<file path="src/rtl/pulse_stretcher_pkg.sv">
// pulse_stretcher_pkg: FSM state encoding and timer width helper for pulse_stretcher.
package pulse_stretcher_pkg;

    typedef enum logic [1:0] {S_IDLE, S_HIGH, S_GAP} state_t;

    function automatic int cnt_width(input int high_width, input int low_width);
        return $clog2(high_width > low_width ? high_width : low_width) + 1;
    endfunction

endpackage

</file>
<file path="src/rtl/sat_updown_counter.sv">
// sat_updown_counter: saturating queue counter with flush and a drop strobe at saturation.
module sat_updown_counter #(
    parameter int MAX = 15
) (
    input  logic                       clk,
    input  logic                       rst_n,
    input  logic                       inc,
    input  logic                       dec,
    input  logic                       clr,
    output logic [$clog2(MAX+1)-1:0]   count,
    output logic                       overflow
);
    localparam int W = $clog2(MAX + 1);
    localparam logic [W-1:0] TOP = W'(MAX);

    logic full;
    assign full = count == TOP;
    // a simultaneous dequeue makes room, so only a lone increment at the top is dropped
    assign overflow = inc & ~dec & ~clr & full;

    always_ff @(posedge clk or negedge rst_n) begin
        if (!rst_n)
            count <= '0;
        else if (clr)
            count <= '0;
        else if (inc & ~dec & ~full)
            count <= count + 1'b1;
        else if (dec & ~inc & (count != '0))
            count <= count - 1'b1;
    end

endmodule

</file>
<file path="src/rtl/pulse_stretcher.sv">
// pulse_stretcher: stretches event strobes into HIGH_WIDTH pulses with LOW_WIDTH gaps,
// replaying events that arrive while a pulse or gap is in flight.
module pulse_stretcher
    import pulse_stretcher_pkg::*;
#(
    parameter int HIGH_WIDTH  = 1024,
    parameter int LOW_WIDTH   = 1024,
    parameter int MAX_PENDING = 15
) (
    input  logic                               clk,
    input  logic                               i_reset_n,
    input  logic                               i_event,
    input  logic                               i_clear,
    output logic                               o_out,
    output logic                               o_busy,
    output logic [$clog2(MAX_PENDING+1)-1:0]   o_pending,
    output logic                               o_overflow
);
    localparam int CW = cnt_width(HIGH_WIDTH, LOW_WIDTH);
    localparam logic [CW-1:0] HIGH_LAST = CW'(HIGH_WIDTH - 1);
    localparam logic [CW-1:0] LOW_LAST  = CW'(LOW_WIDTH - 1);

    state_t          state, state_nxt;
    logic [CW-1:0]   cnt;
    logic            ev, has_pending, high_done, gap_done, inc, dec;

    // a flush suppresses both the new event and any replay in the same cycle
    assign ev          = i_event & ~i_clear;
    assign has_pending = (o_pending != '0) & ~i_clear;
    assign high_done   = (state == S_HIGH) && (cnt == HIGH_LAST);
    assign gap_done    = (state == S_GAP) && (cnt == LOW_LAST);
    assign inc         = ev & ((state == S_HIGH) | ((state == S_GAP) & (~gap_done | has_pending)));
    assign dec         = gap_done & has_pending;
    assign o_busy      = state != S_IDLE;

    always_comb begin
        state_nxt = state;
        case (state)
            S_IDLE:  state_nxt = ev ? S_HIGH : S_IDLE;
            S_HIGH:  state_nxt = high_done ? S_GAP : S_HIGH;
            S_GAP:   state_nxt = gap_done ? ((has_pending | ev) ? S_HIGH : S_IDLE) : S_GAP;
            default: state_nxt = S_IDLE;
        endcase
    end

    always_ff @(posedge clk or negedge i_reset_n) begin
        if (!i_reset_n) begin
            state <= S_IDLE;
            cnt   <= '0;
            o_out <= 1'b0;
        end else begin
            state <= state_nxt;
            cnt   <= (state_nxt != state || state_nxt == S_IDLE) ? '0 : cnt + 1'b1;
            o_out <= state_nxt == S_HIGH;
        end
    end

    sat_updown_counter #(.MAX(MAX_PENDING)) u_pending (
        .clk      (clk),
        .rst_n    (i_reset_n),
        .inc      (inc),
        .dec      (dec),
        .clr      (i_clear),
        .count    (o_pending),
        .overflow (o_overflow)
    );

endmodule

</file>
<file path="config.mk">
export PLATFORM = sky130hd
export DESIGN_NAME = pulse_stretcher
export DESIGN_NICKNAME = d
export VERILOG_FILES = /design/src/rtl/pulse_stretcher_pkg.sv /design/src/rtl/sat_updown_counter.sv /design/src/rtl/pulse_stretcher.sv
export SDC_FILE = /design/constraint.sdc
export NUM_CORES = 1
export LEC_CHECK = 0
export BUFFER_PORTS_ARGS = -buffer_cell sky130_fd_sc_hd__buf_4
export CAP_MARGIN = 30
export CORE_ASPECT_RATIO = 0.9
export CORE_MARGIN = 4
export CORE_UTILIZATION = 51
export DETAILED_ROUTE_END_ITERATION = 7
export MAX_ROUTING_LAYER = met4
export PLACE_DENSITY_LB_ADDON = 0.12
export SYNTH_ARGS = -nofsm -noshare
export SYNTH_HDL_FRONTEND = slang
export SYNTH_SLANG_ARGS = --single-unit
</file>
<file path="constraint.sdc">
create_clock -name clk -period 3.1 [get_ports clk]
set_input_delay 0.155 -clock clk [delete_from_list [all_inputs] [get_ports clk]]
set_output_delay 0.155 -clock clk [all_outputs]
set_load 0.02 [all_outputs]
</file>
# Word-level counts from Yosys, hierarchy flattened
# Index checks and enable logic that the tools add are counted.
# word_totals
reg_bits	18
# classes
n_addsub	3
n_eq_ne	6
mux	9
bitwise	19
n_reduce_logical	8
# op_table
cell	count
two-way mux 4 bit	3
adder 11 x 1 -> 11 bit, second input constant	1
bitwise AND 1 bit	11
== test 11 x 10 -> 1 bit, second input constant	1
two-way mux 11 bit	1
case mux 2 bit (3 select lines)	1
NOT 1 bit	5
adder 4 x 1 -> 4 bit, second input constant	1
== test 2 x 1 -> 1 bit, second input constant	2
== test 4 bit, second input constant	1
zero test 2 bit	2
two-way mux 2 bit	2
nonzero test 4 bit	1
subtractor 4 x 1 -> 4 bit, second input constant	1
OR 1 bit	3
nonzero test 3 bit	1
== test 2 bit, second input constant	1
logical AND 1 bit	2
two-way mux 1 bit	2
inequality test 2 bit	1
nonzero test 2 bit	1
logical OR 1 bit	1

# Longest topological paths before layout
# Gate-level depths: netlist (run 1).
# logic_depth
word_depth	13
mapped_depth	11
mapped_depth_nobuf	10

# Modules after synthesis
# A second synthesis (run 1) with hierarchy kept.
# unflattened
hier_cells	102
hier_area_um2	1059.8
# modules_own_cells
module	instances	cells_each	area_per_inst_um2	seq_area_each_um2
pulse_stretcher	1	68	733.2	350.3
sat_updown_counter	1	34	326.6	100.1

# Least setup slack after synthesis (run 1)
# No wires, ideal clock.
# synth_path
path_kind	register to register
startpoint	register cnt[0]
endpoint	register u_pending.count[3]
setup_ps	132
t_arrival_ps	2563
required_time_ps	2968
slack_ps	405
stages_incl_launch_ff	12
n_path_buf	1
period_less_slack_ps	2695
cell_sequence	dfrtp_1 -> ha_1 -> nand4_1 -> or4b_1 -> buf_6 -> o211ai_4 -> ha_1 -> a21o_1 -> a21oi_1 -> or2_2 -> a2bb2oi_1 -> a31oi_1
# synth_via
elab_chain_cells	11
word_cells_on_any_way	17
cone_classes	1 x eq/ne; 2 x mux; 12 x bitwise; 2 x reduce/logical
# synth_lines
element	line	text
start, declared	pulse_stretcher.sv:24	logic [CW-1:0] cnt;
start signal, assigned	pulse_stretcher.sv:53	cnt <= (state_nxt != state || state_nxt == S_IDLE) ? '0 : cnt + 1'b1;
== test 11 x 10 -> 1 bit (*)	pulse_stretcher.sv:31	assign gap_done = (state == S_GAP) && (cnt == LOW_LAST);
logical AND 1 bit (*)	pulse_stretcher.sv:31	
NOT 1 bit	pulse_stretcher.sv:32	assign inc = ev & ((state == S_HIGH) | ((state == S_GAP) & (~gap_done | has_pending)));
OR 1 bit	pulse_stretcher.sv:32	
bitwise AND 1 bit	pulse_stretcher.sv:32	
OR 1 bit	pulse_stretcher.sv:32	
bitwise AND 1 bit	pulse_stretcher.sv:32	
bitwise AND 1 bit / NOT 1 bit (equally long branches)	sat_updown_counter.sv:26, sat_updown_counter.sv:28	
bitwise AND 1 bit, on equally long branches	sat_updown_counter.sv:26, sat_updown_counter.sv:28	
two-way mux 4 bit / bitwise AND 1 bit (equally long branches)	sat_updown_counter.sv:26, sat_updown_counter.sv:28	
two-way mux 4 bit / nonzero test 3 bit (equally long branches)	n/a	
end signal, assigned	sat_updown_counter.sv:27	count <= count + 1'b1;
end signal, assigned	sat_updown_counter.sv:29	count <= count - 1'b1;
end, declared	sat_updown_counter.sv:10	output logic [$clog2(MAX+1)-1:0] count,
# Mark *: on every way between the ends. The rest lies on a longest branch, timed or not.
# A chain may end at the register's enable or synchronous reset.

# Worst setup path in the final report (run 1)
# Same ends and word-level chain as after synthesis.

==> results of run 1 <==
## registers in the layout, summed over array words and instances (netlist names)
register / cells
o_out: 1
u_pending.count: 4
state: 2
cnt: 11
## placed cells by master (no fill, tap or decap), types with 2 or more instances in the layout
master    Yosys  final
a21oi_1       4      4
nand2_1       7      7
o31ai_1       2      2
ha_1          3      3
xnor2_1       5      5
nand4_1       4      4
nor2b_1       3      3
o21ai_1       2      2
nor3_1        3      3
or2_2         3      3
dfrtp_1      18     18
xor2_1        6      6
nand3_1       5      5
buf_4         0     11
nor2_1       13     13
clkbuf_4      0      3
inv_1         3      3
## path summary, 6_finish.rpt
check | startpoint | slack [ps] | endpoint
setup / recovery | cnt[0] | 230 | u_pending.count[3]
hold / removal | i_clear | 80 | u_pending.count[2]
setup reg to reg | cnt[0] | 230 | u_pending.count[3]
hold reg to reg | cnt[0] | 490 | cnt[0]
max in group asynchronous | i_reset_n | 2660 | cnt[2]
min in group asynchronous | i_reset_n | 250 | cnt[8]
## metrics by stage
step	total power, mW	cells	area (µm²)
floorplan	0.280	104	1010
global placement	0.299	136	1100
detailed placement	0.301	136	1100
CTS	0.450	141	1150
global route	0.469	141	1150
finish	0.445	141	1150
## area by class of cell
type                       count  area [µm²]
clock buffer                   4        36.3
fill                         169         746
inverter                       4        15.0
multi-input combinational     78         524
sequential                    18         450
tap                           25        31.3
timing repair buffer          12        92.6
## metal layers
metal  GRT usage [%]  up-vias  part of all wire [%]
met4            4.86        0                   1.9
met3            5.93        6                   4.2
met1            23.2      348                    49
met5               -        -                     0
met2            25.0       10                    45
li1                -      387                     -
## report_power, final
| group | leakage [nW] | internal, mW | total, mW | switching [mW] |
|---|---|---|---|---|
| registers | 0.224 | 0.238 | 0.245 | 0.00648 |
| logic | 0.282 | 0.0242 | 0.0527 | 0.0284 |
| clock network | 0.0210 | 0.0717 | 0.147 | 0.0755 |
## synth_stat cells (2+ instances only)
master	number	area, µm²
nand2_1	7	26.3
a21oi_1	4	20.0
xor2_1	6	52.6
or2_2	3	18.8
nand3_1	5	25.0
o21ai_1	2	10.0
nand4_1	4	25.0
dfrtp_1	18	450
nor3_1	3	15.0
nor2_1	13	48.8
xnor2_1	5	43.8
nor2b_1	3	18.8
clkbuf_1	2	7.51
o31ai_1	2	15.0
ha_1	3	37.5
inv_1	3	11.3
## repair_timing
item / 4_1_cts / 5_1_grt
endpoints found under the hold margin: 18 / 0
hold buffers: 1 / 0
endpoints found under the setup margin: 0 / 0
## worst max-delay path: cells and delay by family (launching register included)
family / cells / cell delay, ps
compound gates: 4 / 730
simple gates: 3 / 990
fa+ha+maj: 2 / 460
buf+inv: 1 / 180
flops: 1 / 400
## kinds of logic after synthesis
kind of cell / Yosys count / synth area share, %
adder cells (fa/ha/maj): 4 / 5.68
buffers and inverters: 8 / 3.83
XOR/XNOR: 11 / 9.51
flip-flops: 18 / 44.4
AND/OR/NAND/NOR: 47 / 24.7
AO/OA/AOI/OAI: 16 / 11.9
==> flow_summary.yaml, run 1 <==
yosys:
  ys_seq_area_share_pct: 44.4
  netlist_instances: 104
  synth_edf_count: 0
  ys_types: 37
  ys_ff_latch: 18
  synth_area_per_cell_um2: 9.74
  yosys_warnings: 0
  synth-main-ff-cell: "dfrtp_1"
  synthArstFlopShare_pct: 100
  syn-num-nets: 112
  syn-cell-area_um2: 1010
setup_path:
  max_stage_delay_ps: 700
  r2r.worst_path.cells: 10
  worst_path_max_delay_cell: "or4b_1"
  crit_required_ps: 3290
  cp-start-kind: "flop"
  cp-end-kind: "flop"
  crit_fanout: 8
  critPathKind: "flop to flop"
  crit_arrival_ps: 3060
  crit_chain: "ha_1, nand4_1, or4b_1, o211ai_4, buf_4, ha_1, a21oi_1, or2_2, a2bb2oi_1, a31oi_1"
  crit_top_cell: "ha_1"
power:
  ir_worst_vdd_mv: 0.295
  power_leakage_nw: 0.527
  p_per_area_nw_per_um2: 387
clock_tree:
  post_cts_buffers: 0
  root_buffer: "clkbuf_4"
  clkTransAtPathRegs_ps: 110
  cts_buffer_depth: 2
  cts_buffers: 3
  cts_tree: "built"
  cts_resized: 0
  insertion_delay_ps: 300
  cts.sinks: 18
  htreeDepth: 1
timing:
  worst_slack_ps: 227
  hold_viol: 0
  setup_viol: 0
  slew_headroom_pct: 66.9
  tightest_slew_ps: 495
  slew_violations: 0
  fmax_mhz: 348
  rsz0062_at_grt: "no"
  skew_ps: 6.28
  period_share_pct: 92.7
  holdWs_ps: 81.0
  tns_ps: 0
  period_needed_ps: 2870
floorplanning:
  die_area_um2: 2770
  core_area_um2: 1900
  rows: 15
  io_pins: 11
  die_w_um: 55.0
  die_h_um: 50.3
  start_util_pct: 53.5
global_routing:
  grt.overflow.total: 0
  grt_max_degree: 19
  grt_pass1_vias: 766
  grt_pass1_wl_um: 3420
  antenna_found_initial: 0
  track_usage_pct: 17.4
layout:
  antenna_cells: 0
  areaGrowthSynthToFinish_pct: 13.5
  final_util_pct: 60.7
  fin_nets: 125
  drive_above_1_share_pct: 19.8
placed_design:
  globalplace.congestion: 0.783
  numPortBuffers: 10
  place_worst_setup_slack_ps: 253
  hpwl_um: 1400
worst_hold_path:
  hold_depth: 2
  hold_class: "primary input to flop"
detailed_routing:
  wire_per_inst_um: 13.7
  post-route-drc-count: 0
  drtIter0Drc: 12
  drt_wl_total_um: 1940
  num_vias: 751
  routed_via_density: 5.33
  ant_nets: 0
  dr.pass1.iters: 4
status:
  status: "completed"
run:
  drv_cap: 0
No activity file was read; power rests on OpenSTA's default activity.
==> inputs of run 2 (changes only) <==
CORE_ASPECT_RATIO = not set   (was 0.9)
CORE_MARGIN = 2   (was 4)
==> flow_summary.yaml, run 2 (synthesis gave the netlist of run 1 again) <==
worst_hold_path:
  hold_class: "primary input to flop"
floorplanning:
  die_h_um: 48.6
  rows: 16
  io_pins: 11
  die_area_um2: 2360
  start_util_pct: 52.7
  die_w_um: 48.6
  core_area_um2: 1920
clock_tree:
  post_cts_buffers: 0
  cts_buffers: 3
  htreeDepth: 1
  root_buffer: "clkbuf_4"
  cts_tree: "built"
  cts_buffer_depth: 2
  hold_buffers: 1
  clkTransAtPathRegs_ps: 110
  insertion_delay_ps: 300
  cts_resized: 0
  cts.sinks: 18
placed_design:
  hpwl_um: 1380
  numPortBuffers: 10
  globalplace.congestion: 0.770
  placed_area_um2: 1110
layout:
  reg_top3: "cnt x11, u_pending.count x4, state x2"
  regArea_um2: 450
  finalInstanceArea_um2: 1150
  areaGrowthSynthToFinish_pct: 13.7
  antenna_cells: 0
  top_register: "cnt"
  drive_above_1_share_pct: 19.8
  final_cell_mix: "18 x dfrtp_1, 13 x nor2_1, 11 x buf_4, 7 x nand2_1, 6 x xor2_1"
  final_util_pct: 60.0
  largest_reg_flops: 11
  layout_commonest_cell: "dfrtp_1"
  multi_input_area_um2: 524
  fill_cells: 183
  fin_nets: 125
timing:
  fmax_mhz: 349
  hold_viol: 0
  tns_ps: 0
  rsz0062_at_grt: "no"
  slew_violations: 0
  period_needed_ps: 2870
  slew_headroom_pct: 71.8
  skew_ps: 9.21
  period_share_pct: 92.5
  tightest_slew_ps: 422
  holdWs_ps: 67.4
  setup_viol: 0
setup_path:
  regToRegSetupSlack_ps: 230
  crit_required_ps: 3290
  crit_arrival_ps: 3060
  cp-end-kind: "flop"
  cp-start-kind: "flop"
  critPathKind: "flop to flop"
  crit_fanout: 7
global_routing:
  grt.overflow.total: 0
  grt_max_degree: 19
  grt_pass1_wl_um: 3440
  antenna_found_initial: 0
  grt_pass1_vias: 785
  track_usage_pct: 19.3
power:
  p_per_area_nw_per_um2: 384
  ir_worst_vdd_mv: 0.285
  power_leakage_nw: 0.527
detailed_routing:
  routed_via_density: 5.40
  ant_nets: 0
  wire_per_inst_um: 13.1
  num_vias: 772
  drt_wl_total_um: 1870
  dr.pass1.iters: 4
  drtIter0Drc: 10
  post-route-drc-count: 0
status:
  status: "completed"
run:
  drv_cap: 0
## run 2: cell counts in the layout (fill, tap and decap cells not counted)
No cell type changed its count.
## run 2: path summary, 6_finish.rpt
kind                       startpoint            endpoint  depth (start not counted)
max in group asynchronous   i_reset_n  u_pending.count[1]                          2
hold reg to reg                cnt[0]              cnt[0]                          1
setup reg to reg               cnt[0]  u_pending.count[3]                         10
hold / removal                i_clear  u_pending.count[2]                          2
setup / recovery               cnt[0]  u_pending.count[3]                         10
min in group asynchronous   i_reset_n              cnt[8]                          2
## run 2: final cells by class
| type | count | area share [%] |
|---|---|---|
| clock buffers | 4 | 3.15 |
| inverters | 4 | 1.30 |
| multi-input cells | 78 | 45.5 |
| flip-flops and latches | 18 | 39.1 |
| well taps | 27 | 2.93 |
| repair buffers | 12 | 8.03 |
## run 2: stage by stage
stage	instances	worst slack, ps	total power [mW]
finish	143	233	0.442
global route	143	41.3	0.471
CTS	143	227	0.451
detailed placement	138	245	0.299
global placement	138	360	0.298
floorplan	104	405	0.280
## run 2: critical path, cell delays in order (launching register included)
cell and delay, ps:
dfrtp_1 400, ha_1 220, nand4_1 130, or4b_1 600, o211ai_4 300, ha_1 290, a21o_1 170, a21oi_1 250
or2_2 160, a2bb2oi_1 140, a31oi_1 100
## run 2: report_power, final
| part | internal [mW] | switching [mW] | total, mW |
|---|---|---|---|
| Combinational | 0.0231 | 0.0278 | 0.0509 |
| Sequential | 0.238 | 0.00634 | 0.245 |
| Clock | 0.0716 | 0.0750 | 0.147 |
| Total | 0.333 | 0.109 | 0.442 |
## run 2: routing by layer
metal / global-route usage, % / vias up / routed length, µm
li1: - / 391 / -
met1: 22.2 / 371 / 893
met2: 32.2 / 8 / 927
met3: 4.63 / 2 / 31
met4: 8.57 / 0 / 20
met5: - / - / 0
==> inputs of run 3 (changes only) <==
clock period = 3.27 ns   (was 3.1 ns; I/O delays follow)
==> flow_summary.yaml, run 3 (synthesis gave the netlist of run 1 again) <==
detailed_routing:
  routed_via_density: 5.46
  drt_wl_total_um: 1800
  dr.pass1.iters: 4
  num_vias: 776
  post-route-drc-count: 0
  ant_nets: 0
  wire_per_inst_um: 12.7
  drtIter0Drc: 11
timing:
  tns_ps: 0
  rsz0062_at_grt: "no"
  setup_viol: 0
  period_share_pct: 90.0
  tightest_slew_ps: 457
  slew_violations: 0
  skew_ps: 4.20
  slew_headroom_pct: 69.4
  period_needed_ps: 2940
  fmax_mhz: 340
  worst_slack_ps: 327
  hold_viol: 0
setup_path:
  critPathKind: "flop to flop"
  crit_chain: "ha_1, nand4_1, or4b_1, o211ai_4, ha_1, a21o_1, a21oi_1, or2_2, a2bb2oi_1, a31oi_1"
  crit_top_cell: "ha_1"
  max_stage_delay_ps: 680
  crit_arrival_ps: 3120
  crit_required_ps: 3450
  crit_fanout: 8
  worst_path_max_delay_cell: "or4b_1"
  cp-end-kind: "flop"
  cp-start-kind: "flop"
layout:
  top_register: "cnt"
  fin_cells: 142
  largest_reg_flops: 11
  final_cell_mix: "18 x dfrtp_1, 13 x nor2_1, 10 x buf_4, 7 x nand2_1, 6 x xor2_1"
  fill_cells: 183
  areaGrowthSynthToFinish_pct: 13.0
  drive_above_1_share_pct: 19.1
  fin_nets: 124
  layout_commonest_cell: "dfrtp_1"
  reg_top3: "cnt x11, u_pending.count x4, state x2"
  antenna_cells: 0
floorplanning:
  rows: 16
  die_h_um: 48.6
  start_util_pct: 52.7
  io_pins: 11
  die_area_um2: 2360
  die_w_um: 48.6
  core_area_um2: 1920
clock_tree:
  cts_resized: 0
  cts_buffers: 3
  htreeDepth: 1
  insertion_delay_ps: 290
  hold_buffers: 1
  cts_tree: "built"
  clkTransAtPathRegs_ps: 110
  cts_buffer_depth: 2
  cts.sinks: 18
  post_cts_buffers: 0
  root_buffer: "clkbuf_4"
placed_design:
  globalplace.congestion: 0.776
  dp.cells: 137
  hpwl_um: 1340
  place_worst_setup_slack_ps: 350
  numPortBuffers: 10
power:
  power_leakage_nw: 0.523
  ir_worst_vdd_mv: 0.162
  p_per_area_nw_per_um2: 364
  total_power_mw: 0.416
global_routing:
  grt_pass1_wl_um: 3210
  antenna_found_initial: 0
  track_usage_pct: 17.7
  grt.overflow.total: 0
  grt_pass1_vias: 760
  grt_max_degree: 19
run:
  drv_cap: 0
worst_hold_path:
  hold_class: "primary input to flop"
status:
  status: "completed"
==> run 3: layout make-up <==
cell class	count	area, µm²	share of cell area, %
multi-input cells	78	524	45.8
flip-flops and latches	18	450	39.3
repair buffers	11	85.1	7.43
clock buffers	4	36.3	3.17
well taps	27	33.8	2.95
inverters	4	15.0	1.31
==> run 3: through the flow <==
step	cell area [µm²]	util, %	hold slack [ps]
floorplan	1010	-	-132
global placement	1100	57.2	45.8
detailed placement	1100	57.2	48.2
CTS	1140	59.6	72.5
global route	1140	59.6	81.5
finish	1140	59.6	78.7
==> run 3: power breakdown <==
group | internal [mW] | total [mW] | switching [mW] | leakage [nW]
clock | 0.0677 | 0.137 | 0.0697 | 0.0210
sequential | 0.226 | 0.232 | 0.00561 | 0.224
combinational | 0.0218 | 0.0474 | 0.0256 | 0.277
==> run 3: final timing paths <==
| check | startpoint | end | slack, ps | depth (start not counted) |
|---|---|---|---|---|
| max | cnt[0] | u_pending.count[3] | 330 | 10 |
| min | i_clear | u_pending.count[3] | 80 | 2 |
| max reg2reg | cnt[0] | u_pending.count[3] | 330 | 10 |
| min reg2reg | cnt[0] | cnt[0] | 490 | 1 |
| max in group asynchronous | i_reset_n | cnt[4] | 2800 | 2 |
| min in group asynchronous | i_reset_n | cnt[3] | 270 | 2 |
==> run 3: metal layers <==
layer / vias to the layer above / track usage [%] / wire, µm
met5: - / - / 0
met4: 0 / 7.62 / 12
met3: 2 / 2.78 / 26
met2: 6 / 29.4 / 891
met1: 382 / 21.6 / 872
li1: 386 / - / -
==> run 3: worst max-delay path, delay by kind of cell (launching register included) <==
kind	cells	cell delay, ps
compound gates	5	980
simple gates	3	960
fa+ha+maj	2	490
flops	1	400
